**config.mk**
```make
export PLATFORM = sky130hd
export DESIGN_NAME = move_select_ctrl
export DESIGN_NICKNAME = d
export VERILOG_FILES = /design/src/rtl/move_select_ctrl_pkg.sv /design/src/rtl/move_select_ctrl_cursor_pos.sv /design/src/rtl/move_select_ctrl.sv
export SDC_FILE = /design/constraint.sdc
export NUM_CORES = 1
export LEC_CHECK = 0
export CAP_MARGIN = 10
export CORE_ASPECT_RATIO = 0.6
export CORE_MARGIN = 2
export CORE_UTILIZATION = 52
export DETAILED_ROUTE_END_ITERATION = 6
export PLACE_DENSITY_LB_ADDON = 0.12
export RECOVER_POWER = 25
export SLEW_MARGIN = 25
export SYNTH_ARGS = -nofsm -noshare
export SYNTH_HDL_FRONTEND = slang
export SYNTH_SLANG_ARGS = --single-unit
export TNS_END_PERCENT = 50
```
**constraint.sdc**
```tcl
create_clock -name ClkPort -period 3.6 [get_ports ClkPort]
set_input_delay 0.72 -clock ClkPort [delete_from_list [all_inputs] [get_ports ClkPort]]
set_output_delay 0.72 -clock ClkPort [all_outputs]
set_load 0.01 [all_outputs]
```
**src/rtl/move_select_ctrl_pkg.sv**
```systemverilog
// Shared chess definitions for the move-selection controller: piece/colour codes,
// square-index field helpers and the selection FSM state encoding.
package move_select_ctrl_pkg;

  localparam logic [2:0] PIECE_NONE   = 3'd0;
  localparam logic [2:0] PIECE_PAWN   = 3'd1;
  localparam logic [2:0] PIECE_KNIGHT = 3'd2;
  localparam logic [2:0] PIECE_BISHOP = 3'd3;
  localparam logic [2:0] PIECE_ROOK   = 3'd4;
  localparam logic [2:0] PIECE_QUEEN  = 3'd5;
  localparam logic [2:0] PIECE_KING   = 3'd6;

  localparam logic COLOR_WHITE = 1'b0;
  localparam logic COLOR_BLACK = 1'b1;

  typedef enum logic [1:0] {
    SEL_SRC = 2'd0,
    SEL_DST = 2'd1,
    ISSUE   = 2'd2
  } state_t;

  // Square index is {row[2:0], col[2:0]}.
  function automatic logic [2:0] sq_row(input logic [5:0] sq);
    return sq[5:3];
  endfunction

  function automatic logic [2:0] sq_col(input logic [5:0] sq);
    return sq[2:0];
  endfunction

  function automatic logic [5:0] sq_make(input logic [2:0] row, input logic [2:0] col);
    return {row, col};
  endfunction

endpackage

```
**src/rtl/move_select_ctrl_cursor_pos.sv**
```systemverilog
// Cursor register for move_select_ctrl: one-square steps with U > D > L > R priority.
// Define CURSOR_WRAP_EN to wrap modulo 8 per axis; otherwise the cursor saturates at the edges.
module cursor_pos
  import move_select_ctrl_pkg::*;
#(
  parameter logic [5:0] INIT = 6'o64
) (
  input  logic       clk,
  input  logic       rst,
  input  logic       i_en,
  input  logic       i_up,
  input  logic       i_dn,
  input  logic       i_lt,
  input  logic       i_rt,
  output logic [5:0] o_addr
);

  logic [5:0] r_addr;
  logic [5:0] w_next;
  logic [2:0] w_row;
  logic [2:0] w_col;

  function automatic logic [2:0] axis_dec(input logic [2:0] v);
`ifdef CURSOR_WRAP_EN
    return v - 3'd1;
`else
    return (v == 3'd0) ? v : v - 3'd1;
`endif
  endfunction

  function automatic logic [2:0] axis_inc(input logic [2:0] v);
`ifdef CURSOR_WRAP_EN
    return v + 3'd1;
`else
    return (v == 3'd7) ? v : v + 3'd1;
`endif
  endfunction

  // NOTE: every always_comb output is given a default first so no latch is inferred.
  always_comb begin
    w_row = sq_row(r_addr);
    w_col = sq_col(r_addr);
    if (i_en) begin
      if (i_up)      w_row = axis_dec(w_row);
      else if (i_dn) w_row = axis_inc(w_row);
      else if (i_lt) w_col = axis_dec(w_col);
      else if (i_rt) w_col = axis_inc(w_col);
    end
    w_next = sq_make(w_row, w_col);
  end

  // NOTE: sequential state uses non-blocking assignments only.
  always_ff @(posedge clk or posedge rst) begin
    if (rst) r_addr <= INIT;
    else     r_addr <= w_next;
  end

  assign o_addr = r_addr;

endmodule

```
**src/rtl/move_select_ctrl.sv**
```systemverilog
// Cursor and move-selection controller: picks a source and destination square and
// issues one move per turn over a valid/ready handshake. Optional macro: CURSOR_WRAP_EN.
module move_select_ctrl
  import move_select_ctrl_pkg::*;
#(
  parameter logic [5:0] CURSOR_INIT = 6'b110_100,
  parameter logic       FIRST_TURN  = 1'b0
) (
  input  logic       ClkPort,
  input  logic       Reset,
  input  logic       BtnU_pulse,
  input  logic       BtnD_pulse,
  input  logic       BtnL_pulse,
  input  logic       BtnR_pulse,
  input  logic       BtnC_pulse,
  output logic [5:0] rd_addr,
  input  logic [3:0] rd_piece,
  output logic [5:0] cursor_addr,
  output logic [5:0] src_addr,
  output logic       src_valid,
  output logic       turn,
  output logic       mv_valid,
  input  logic       mv_ready,
  output logic [5:0] mv_src,
  output logic [5:0] mv_dst,
  output logic [3:0] mv_piece
);

  state_t     r_state, w_state;
  logic [5:0] r_src_addr, w_src_addr;
  logic [3:0] r_src_piece, w_src_piece;
  logic       r_src_valid, w_src_valid;
  logic       r_turn, w_turn;
  logic       r_mv_valid, w_mv_valid;
  logic [5:0] r_mv_src, w_mv_src;
  logic [5:0] r_mv_dst, w_mv_dst;
  logic [3:0] r_mv_piece, w_mv_piece;

  logic [5:0] w_cursor;
  logic       w_cursor_en;
  logic       w_own_piece;

  // A confirm press wins over any direction press in the same cycle.
  assign w_cursor_en = (r_state != ISSUE) && !BtnC_pulse;

  cursor_pos #(
    .INIT (CURSOR_INIT)
  ) u_cursor_pos (
    .clk    (ClkPort),
    .rst    (Reset),
    .i_en   (w_cursor_en),
    .i_up   (BtnU_pulse),
    .i_dn   (BtnD_pulse),
    .i_lt   (BtnL_pulse),
    .i_rt   (BtnR_pulse),
    .o_addr (w_cursor)
  );

  assign w_own_piece = (rd_piece[2:0] != PIECE_NONE) && (rd_piece[3] == r_turn);

  always_comb begin
    w_state     = r_state;
    w_src_addr  = r_src_addr;
    w_src_piece = r_src_piece;
    w_src_valid = r_src_valid;
    w_turn      = r_turn;
    w_mv_valid  = r_mv_valid;
    w_mv_src    = r_mv_src;
    w_mv_dst    = r_mv_dst;
    w_mv_piece  = r_mv_piece;
    unique case (r_state)
      SEL_SRC: begin
        if (BtnC_pulse && w_own_piece) begin
          w_src_addr  = w_cursor;
          w_src_piece = rd_piece;
          w_src_valid = 1'b1;
          w_state     = SEL_DST;
        end
      end
      SEL_DST: begin
        if (BtnC_pulse) begin
          if (w_cursor == r_src_addr) begin
            w_src_valid = 1'b0;
            w_state     = SEL_SRC;
          end else if (w_own_piece) begin
            w_src_addr  = w_cursor;
            w_src_piece = rd_piece;
          end else begin
            w_mv_src   = r_src_addr;
            w_mv_dst   = w_cursor;
            w_mv_piece = r_src_piece;
            w_mv_valid = 1'b1;
            w_state    = ISSUE;
          end
        end
      end
      ISSUE: begin
        if (r_mv_valid && mv_ready) begin
          w_mv_valid  = 1'b0;
          w_src_valid = 1'b0;
          w_turn      = ~r_turn;
          w_state     = SEL_SRC;
        end
      end
      default: w_state = SEL_SRC;
    endcase
  end

  always_ff @(posedge ClkPort or posedge Reset) begin
    if (Reset) begin
      r_state     <= SEL_SRC;
      r_src_addr  <= '0;
      r_src_piece <= '0;
      r_src_valid <= 1'b0;
      r_turn      <= FIRST_TURN;
      r_mv_valid  <= 1'b0;
      r_mv_src    <= '0;
      r_mv_dst    <= '0;
      r_mv_piece  <= '0;
    end else begin
      r_state     <= w_state;
      r_src_addr  <= w_src_addr;
      r_src_piece <= w_src_piece;
      r_src_valid <= w_src_valid;
      r_turn      <= w_turn;
      r_mv_valid  <= w_mv_valid;
      r_mv_src    <= w_mv_src;
      r_mv_dst    <= w_mv_dst;
      r_mv_piece  <= w_mv_piece;
    end
  end

  assign rd_addr     = w_cursor;
  assign cursor_addr = w_cursor;
  assign src_addr    = r_src_addr;
  assign src_valid   = r_src_valid;
  assign turn        = r_turn;
  assign mv_valid    = r_mv_valid;
  assign mv_src      = r_mv_src;
  assign mv_dst      = r_mv_dst;
  assign mv_piece    = r_mv_piece;

endmodule

```
After elaboration in Yosys (flattened, before gate mapping)
Cells that the tools add are included.
{ "totals": {"word_cells": 94, "ff_bits": 37} }
{ "classes": {"n_eq_ne": 19, "bitwise": 5, "reduce_logical": 22, "n_addsub": 4, "n_mux": 33} }
{ "op_table": {"columns": ["cell", "n"], "rows": [
  ["3-bit two-way mux", 8],
  ["6-bit two-way mux", 4],
  ["2-bit != test, second input constant", 12],
  ["4-bit two-way mux", 4],
  ["5-bit AND reduction", 3],
  ["6-bit case mux with 2 select lines", 1],
  ["4-bit AND reduction", 3],
  ["2-bit two-way mux", 5],
  ["4-bit case mux with 2 select lines", 1],
  ["2-bit nonzero test", 4],
  ["1-bit two-way mux", 7],
  ["3-bit by 1-bit adder with 3-bit output, second input constant", 2],
  ["3-bit equality test, second input constant", 2],
  ["6-bit equality test", 1],
  ["3-bit logical NOT", 2],
  ["2-bit case mux with 3 select lines", 1],
  ["6-bit AND reduction", 1],
  ["3-bit nonzero test", 2],
  ["3-bit by 1-bit subtractor with 3-bit output, second input constant", 2],
  ["1-bit NOT", 5],
  ["1-bit logical AND", 4],
  ["3-bit != test, second input constant", 1],
  ["1-bit case mux with 3 select lines", 1],
  ["2-bit by 1-bit equality test with 1-bit output, second input constant", 1],
  ["6 further kinds", 6]
]} }

Logic depth before layout (Yosys ltp)
Gate-level depths: netlist of run 1.
{ "logic_depth": {"depth_word": 6, "depth_mapped": 7, "mapped_depth_nobuf": 7} }

By module
Synthesis of run 1 repeated with hierarchy kept, for this count alone.
{ "hier_totals": {"cells_unflattened": 170, "hier_area_um2": 1989.4} }
{ "modules_own_cells": {"columns": ["mod", "area_per_inst_um2", "cells_per_inst", "n_inst"], "rows": [
  ["move_select_ctrl", 1508.9, 115, 1],
  ["cursor_pos", 480.5, 55, 1]
]} }

Least setup slack after synthesis of run 1
Ideal clock, no wire load.
{ "synth_timing": {"path_type": "input-to-reg", "from": "input port rd_piece[0]", "to": "register r_mv_dst[1] (netlist: mv_dst[1])", "setup_slack_ns": 1.482, "required_ns": 3.475, "cell_stages": 7, "path_buffers": 2, "arrival_ns": 1.993, "path_cell_list": "nor3_1 -> nor2_1 -> a211oi_2 -> and2_1 -> buf_6 -> buf_12 -> mux2_4"} }
{ "synth_via": {"elab_chain_cells": 4} }
{ "synth_rtl": {"columns": ["item", "line", "text"], "rows": [
  ["start, declared", "move_select_ctrl.sv:17", "input logic [3:0] rd_piece,"],
  ["3-bit nonzero test", "move_select_ctrl.sv:59", "assign w_own_piece = (rd_piece[2:0] != PIECE_NONE) && (rd_piece[3] == r_turn);"],
  ["1-bit logical AND", "move_select_ctrl.sv:59", null],
  ["1-bit NOT (no line)", null, null],
  ["4-bit AND reduction (no line)", null, null],
  ["end signal, assigned", "move_select_ctrl.sv:128", "r_mv_dst <= w_mv_dst;"],
  ["end, declared", "move_select_ctrl.sv:36", "logic [5:0] r_mv_dst, w_mv_dst;"]
]} }
No other way between the ends.
A chain may end at the register's enable or synchronous reset.

==> metrics.txt, run 1 <==
violated checks=capacitance limit, slew limit; final net count=approximately 210; commonest register cell after synthesis=dfrtp_1; die area=4040 µm²; DRT iter0 DRCs=64; post_cts resized=0; synthesized cell area=around 1800 µm²; CTS HTree Levels=2; Detail Placement HPWL=~2.8 mm; CTS tree=yes; Setup CP Type=in2async; I/O pins=between 40 and 50; final cycle utilization of the critical path=0.733; relative slew slack=-0.260; clock buffer depth=2; initial antenna violation count=0; die width=around 81 µm; Worst Path Max Fanout=37; Max Clk Rate=between 0.3 and 0.4 GHz; Worst setup SP type=primary input; vias in the first global route=~1300; max cap viols=1; Final Instance Count excl. Fillers=roughly 240; vias=about 1300; setup TNS=0 ns; crit end category=asynchronous set/reset pin; synthesized area per cell=13.0 µm²; top cell type's share of synthesized area=0.463; minimum clock period=2.64 ns; Max IR drop VDD=0.657 mV; Post-synth ARST share=1.00; Setup WS pre-CTS=0.679 ns; Final Cell Area=roughly 2400 µm²; Skew-Pair Late Insertion Delay=0.30 ns; area leader, netlist=dfrtp_1; Final Skew=~0.007 ns; Remaining Overflow, GRT=0; DRC viols=0; RSZ-0062 raised after global routing=no; sequential area share after synthesis=0.506; GR Util All Layers=0.213; Post-CTS Setup Inserts=0; worst hold path class=reg2reg; Worst Tran Pin Value=1.89 ns; Synth cell types=34; Final Max Tran Viols=38; Post-Place Cell Area=2310 µm²; routability cong.=about 0.8; TritonCTS buffer count=5; status=complete, but fails checks; syn nets=about 160; layout cells sized above 1=0.225; Via density=between 5 and 6; total power=around 2.4 mW; Final Setup Violations=0; Sink Count=37; number of synthesized register bits=37; antenna-violating nets left=0; Root Buffer=clkbuf_8; row count=16; final setup margin=between 0.9 and 1 ns; leak pwr=a little over 1 nW; Antenna Cells=0; synth top area cells=dfrtp_1 (46%), mux2_2 (9.8%), mux2_4 (8.2%); die height=between 50 and 60 µm; Synth Instances=about 140; Starting Density=0.553; final hold vios=0; CP Data Required Time=around 3.6 ns; global-route wire length before repair=around 6.2 mm; maximum number of pins on one net before global-route repair=38; core box area=around 3300 µm²; Placed Cells incl. Taps=about 230; Routed wire per std cell=between 15 and 20 µm; CP arrival=around 2.7 ns; I/O Buffers=48; hold_buf cts=0; Power Dens Cells=a little over 1000 nW/µm²; Area Overhead vs Synth=32.2%; first-pass iteration count of the detailed router=4; detailed-route wire length=between 3 and 4 mm; clk slew on worst S/H paths=0.07 ns; Post-synth EDFFs=0; Yosys warning count=0
## synthesized netlist by cell type, types with 2 or more instances
master   instances
nand3_1          3
nor3_1           2
dfrtp_1         34
mux2_2          16
inv_1           11
ha_1             4
o41ai_1          2
buf_4            6
xnor2_1          7
nand2_1          5
fa_1             2
mux2_4          10
xor2_1           7
a21oi_1          5
dfstp_2          3
nor2_1           6
## cell families (layout without fill, tap and decap cells)
| logic type | count (synthesis) | count (layout) | synth area share |
|---|---|---|---|
| AND/OR/NAND/NOR | 20 | 20 | 0.0531 |
| adder cells (fa/ha/maj) | 6 | 6 | 0.0490 |
| AO/OA/AOI/OAI | 18 | 18 | 0.0756 |
| XOR/XNOR | 14 | 14 | 0.0668 |
| multiplexers | 27 | 27 | 0.185 |
| buffers and inverters | 19 | 69 | 0.0640 |
| flip-flops | 37 | 37 | 0.506 |
## flip-flops by register name (all words and copies together), names as in the netlist
signal               cells
u_cursor_pos.o_addr      6
r_state                  2
r_src_piece              4
mv_src                   6
mv_piece                 4
turn                     1
src_valid                1
mv_dst                   6
src_addr                 6
mv_valid                 1
## path summary, 6_finish.rpt
check | endpoint | startpoint | slack, ns | cells past startpoint
max | r_state[0] | Reset | 0.96 | 3
min | mv_dst[4] | mv_dst[4] | 0.51 | 1
max reg2reg | mv_dst[5] | u_cursor_pos.o_addr[2] | 1.44 | 6
min reg2reg | mv_dst[4] | mv_dst[4] | 0.51 | 1
max in group ClkPort | mv_dst[5] | rd_piece[0] | 0.96 | 7
min in group asynchronous | mv_src[2] | Reset | 1.55 | 3
## through the flow
step | utilization | hold slack, ns
final | 0.731 | 0.514
after global routing | 0.731 | 0.526
after CTS | 0.732 | 0.517
after detailed placement | 0.696 | 0.500
after global placement | 0.696 | 0.478
after floorplan | - | 0.475
## area by class of cell
class,instances,area [µm²]
Multi-Input combinational cell,85,790
Tap cell,45,56.3
Inverter,11,41.3
Sequential cell,37,930
Clock buffer,6,82.6
Timing Repair Buffer,50,492
Fill cell,240,895
Clock inverter,2,37.5
## power breakdown
part	internal, mW	switching (mW)
Combinational	0.713	0.486
Clock	0.225	0.154
Sequential	0.644	0.222
## critical path, cell delays in order
cell           delay [ns]
dlygate4sd3_1        0.54
inv_1                0.05
clkbuf_1             1.35
## routing by layer
layer	share of wire	track usage	vias to the layer above
met5	0	0	-
met1	0.43	0.270	644
met3	0.059	0.0623	8
met4	0.018	0.0932	0
li1	-	-	581
met2	0.49	0.339	43
## placed cells by master (no fill, tap or decap), types with 2 or more instances in the layout
cell type / netlist / layout
nor3_1: 2 / 2
fa_1: 2 / 2
a21oi_1: 5 / 5
xnor2_1: 7 / 7
o41ai_1: 2 / 2
inv_1: 11 / 11
dfrtp_1: 34 / 34
xor2_1: 7 / 7
nand2_1: 5 / 5
ha_1: 4 / 4
mux2_2: 16 / 16
dfstp_2: 3 / 3
nor2_1: 6 / 6
mux2_4: 10 / 10
clkbuf_8: 0 / 6
clkdlybuf4s50_1: 0 / 47
nand3_1: 3 / 3
Note: power is estimated with default switching activity, not from simulation.
==> inputs of run 2 (changes only) <==
--- a/config.mk
+++ b/config.mk
@@ -8,7 +8,7 @@
 export CAP_MARGIN = 10
 export CORE_ASPECT_RATIO = 0.6
 export CORE_MARGIN = 2
-export CORE_UTILIZATION = 52
+export CORE_UTILIZATION = 43
 export DETAILED_ROUTE_END_ITERATION = 6
 export PLACE_DENSITY_LB_ADDON = 0.12
 export RECOVER_POWER = 25
==> constraint.sdc (replaced) <==
create_clock -name ClkPort -period 2.26 [get_ports ClkPort]
set_input_delay 0.452 -clock ClkPort [delete_from_list [all_inputs] [get_ports ClkPort]]
set_output_delay 0.452 -clock ClkPort [all_outputs]
set_load 0.01 [all_outputs]
==> run 2 against run 1 <==
The flow now finishes without violations. Sequential power is 54% higher. Clock skew is 0.0011 ns lower. Combinational power is 71% higher. Clock-buffer cell count did not move. First-iteration DRC count shrank 14%. Largest power group unchanged.
==> metrics.txt, run 2 (synthesis gave the netlist of run 1 again) <==
detailed-route wire length=4.02 mm (was 3.72 mm); commonest non-fill, non-tap cell in the layout=clkdlybuf4s50_1 (unchanged); Root Buffer=clkbuf_8 (unchanged); combinational power share=0.536 (was 0.491); layout cells sized above 1=0.256 (was 0.225); clock buffer depth=2 (unchanged); Max IR drop VDD=0.746 mV (was 0.657 mV); Placed Cells incl. Taps=251 (was 228); Min Hold Slack=0.511 ns (was 0.514 ns); Max Clk Rate=0.471 GHz; relative slew slack=0.367 (was -0.260); DRT iter0 DRCs=55 (was 64); GR Util All Layers=0.189 (was 0.213); most frequent cells in the layout=clkdlybuf4s50_1 (47), dfrtp_1 (34), mux2_2 (16) (unchanged); CP arrival=2.30 ns (was 2.68 ns); crit end category=flip-flop (was asynchronous set/reset pin); leak pwr=1.06 nW (was 1.03 nW); antenna-violating nets left=0 (unchanged); grt met2 use=0.276 (was 0.339); Skew-Pair Late Insertion Delay=0.29 ns (was 0.30 ns); Starting Density=0.448 (was 0.553); Switching Power=1.38 mW (was 0.862 mW); met1 Usage GRT=0.261 (was 0.270); Cell Int Power=2.44 mW (was 1.58 mW); maximum number of pins on one net before global-route repair=38 (unchanged); Setup CP Type=in2reg (was in2async); Sink Count=37 (unchanged); global-route wire length before repair=6.55 mm (was 6.18 mm); Final Cell Area=2470 µm² (was 2430 µm²); Post-CTS Setup Inserts=0 (unchanged); gr busiest metal=met2 (unchanged); r2r startpoint=u_cursor_pos.o_addr[2] (unchanged); vias=1244 (was 1276); Clk pwr share=0.116 (was 0.155); post_cts resized=0 (unchanged); TritonCTS buffer count=5 (unchanged); minimum clock period=between 2 and 2.5 ns; CP Data Required Time=2.44 ns (was 3.64 ns); R2R setup slack=0.16 ns (was 1.44 ns); Remaining Overflow, GRT=0 (unchanged); Reg2Reg Depth=6 (unchanged); Post-Place Cell Area=2390 µm² (was 2310 µm²); max incr delay on CP=0.42 ns (was 1.35 ns); die area=4830 µm² (was 4040 µm²); DRC viols=0 (unchanged); Final Setup Violations=0 (unchanged); status=completed (was complete, but fails checks); vias in the first global route=1321 (was 1261); Worst Tran Pin Value=0.950 ns (was 1.89 ns); I/O pins=49 (unchanged); Power Dens Cells=1550 nW/µm² (was 1010 nW/µm²); Reg power frac=0.348 (was 0.354); Detail Placement HPWL=2.89 mm (was 2.78 mm); GR Util met3=0.0558 (was 0.0623); Final Max Tran Viols=0 (was 38); hold_sp=src_valid (was mv_dst[4]); crit path cell chain=clkdlybuf4s50_1 > nor3_1 > nor2_1 > a211oi_2 > and2_1 > buf_4 > mux2_2 (was dlygate4sd3_1 > inv_1 > clkbuf_1); final hold vios=0 (unchanged); final net count=216 (was 208); Routed wire per std cell=15.5 µm (was 15.8 µm); CTS tree=yes (unchanged); sw frac=0.360 (was 0.353); first-pass iteration count of the detailed router=4 (unchanged); clk slew on worst S/H paths=0.07 ns (about the same); Antenna Cells=0 (unchanged); worst hold path class=reg2reg (unchanged); max cap viols=0 (was 1); slowest cell on the critical path=clkdlybuf4s50_1 (was clkbuf_1); row count=18 (was 16); die width=88.4 µm (was 80.7 µm); Worst setup SP type=primary input (unchanged); worst flop-to-flop path endpoint=mv_piece[3] (was mv_dst[5]); I/O Buffers=48 (unchanged); CP startpoint=rd_piece[0] (was Reset); routability cong.=0.886 (was 0.789); Final Skew=0.00607 ns (was 0.00718 ns); RSZ-0062 raised after global routing=no (unchanged); CTS HTree Levels=2 (unchanged); crit path capture=mv_piece[0] (was r_state[0]); hold_buf cts=0 (unchanged); core box area=4100 µm² (was 3320 µm²); Final Instance Count excl. Fillers=259 (was 236); initial antenna violation count=0 (unchanged); final cycle utilization of the critical path=0.939; Area Overhead vs Synth=34.5% (was 32.2%); Worst Path Max Fanout=9 (was 37); Via density=4.80 (was 5.41); die height=54.6 µm (was 50.0 µm)
run 2: layer usage:
metal	part of all wire	vias to the layer above
met3	0.065	2
met5	0	-
met1	0.51	604
met2	0.42	45
li1	-	593
met4	0.0052	0
run 2: worst max-delay path: cells and delay by family:
kind | cells | cell delay [ns]
compound gates | 1 | 0.25
mux | 1 | 0.35
buf+inv | 2 | 0.61
simple gates | 3 | 0.62
run 2: worst min path at each step:
| stage | endpoint | slack, ns | cells past startpoint |
|---|---|---|---|
| final | src_valid | 0.51 | 2 |
| after global routing | mv_src[5] | 0.53 | 1 |
| after CTS | mv_dst[5] | 0.51 | 1 |
| after detailed placement | mv_dst[5] | 0.50 | 1 |
| after global placement | mv_piece[3] | 0.49 | 1 |
| after floorplan | r_src_piece[0] | 0.47 | 1 |
run 2: area by class of cell:
cell class                      count  area, µm²
Tap cell                           60       75.1
Multi-Input combinational cell     85        790
Timing Repair Buffer               58        553
Fill cell                         344       1630
Clock buffer                        6       72.6
Sequential cell                    37        930
Clock inverter                      2       10.0
Inverter                           11       41.3
run 2: metrics by stage:
stage | power [mW] | worst slack, ns | util | TNS, ns
after floorplan | 2.46 | 0.246 | - | 0
after global placement | 3.33 | -0.116 | 0.583 | -1.94
after detailed placement | 3.39 | -0.194 | 0.583 | -3.20
after CTS | 3.86 | 0.113 | 0.603 | 0
after global routing | 4.10 | 0.00290 | 0.603 | 0
final | 3.82 | 0.137 | 0.603 | 0
run 2: power groups by stage:
stage / clock, mW / combinational, mW / sequential (mW)
6_report: 0.443 / 2.05 / 1.33
2_1_floorplan: 0 / 1.02 / 1.44
3_5_place_dp: 0 / 2.05 / 1.34
4_1_cts: 0.460 / 2.06 / 1.33
3_3_place_gp: 0 / 2.01 / 1.32
5_1_grt: 0.488 / 2.23 / 1.38
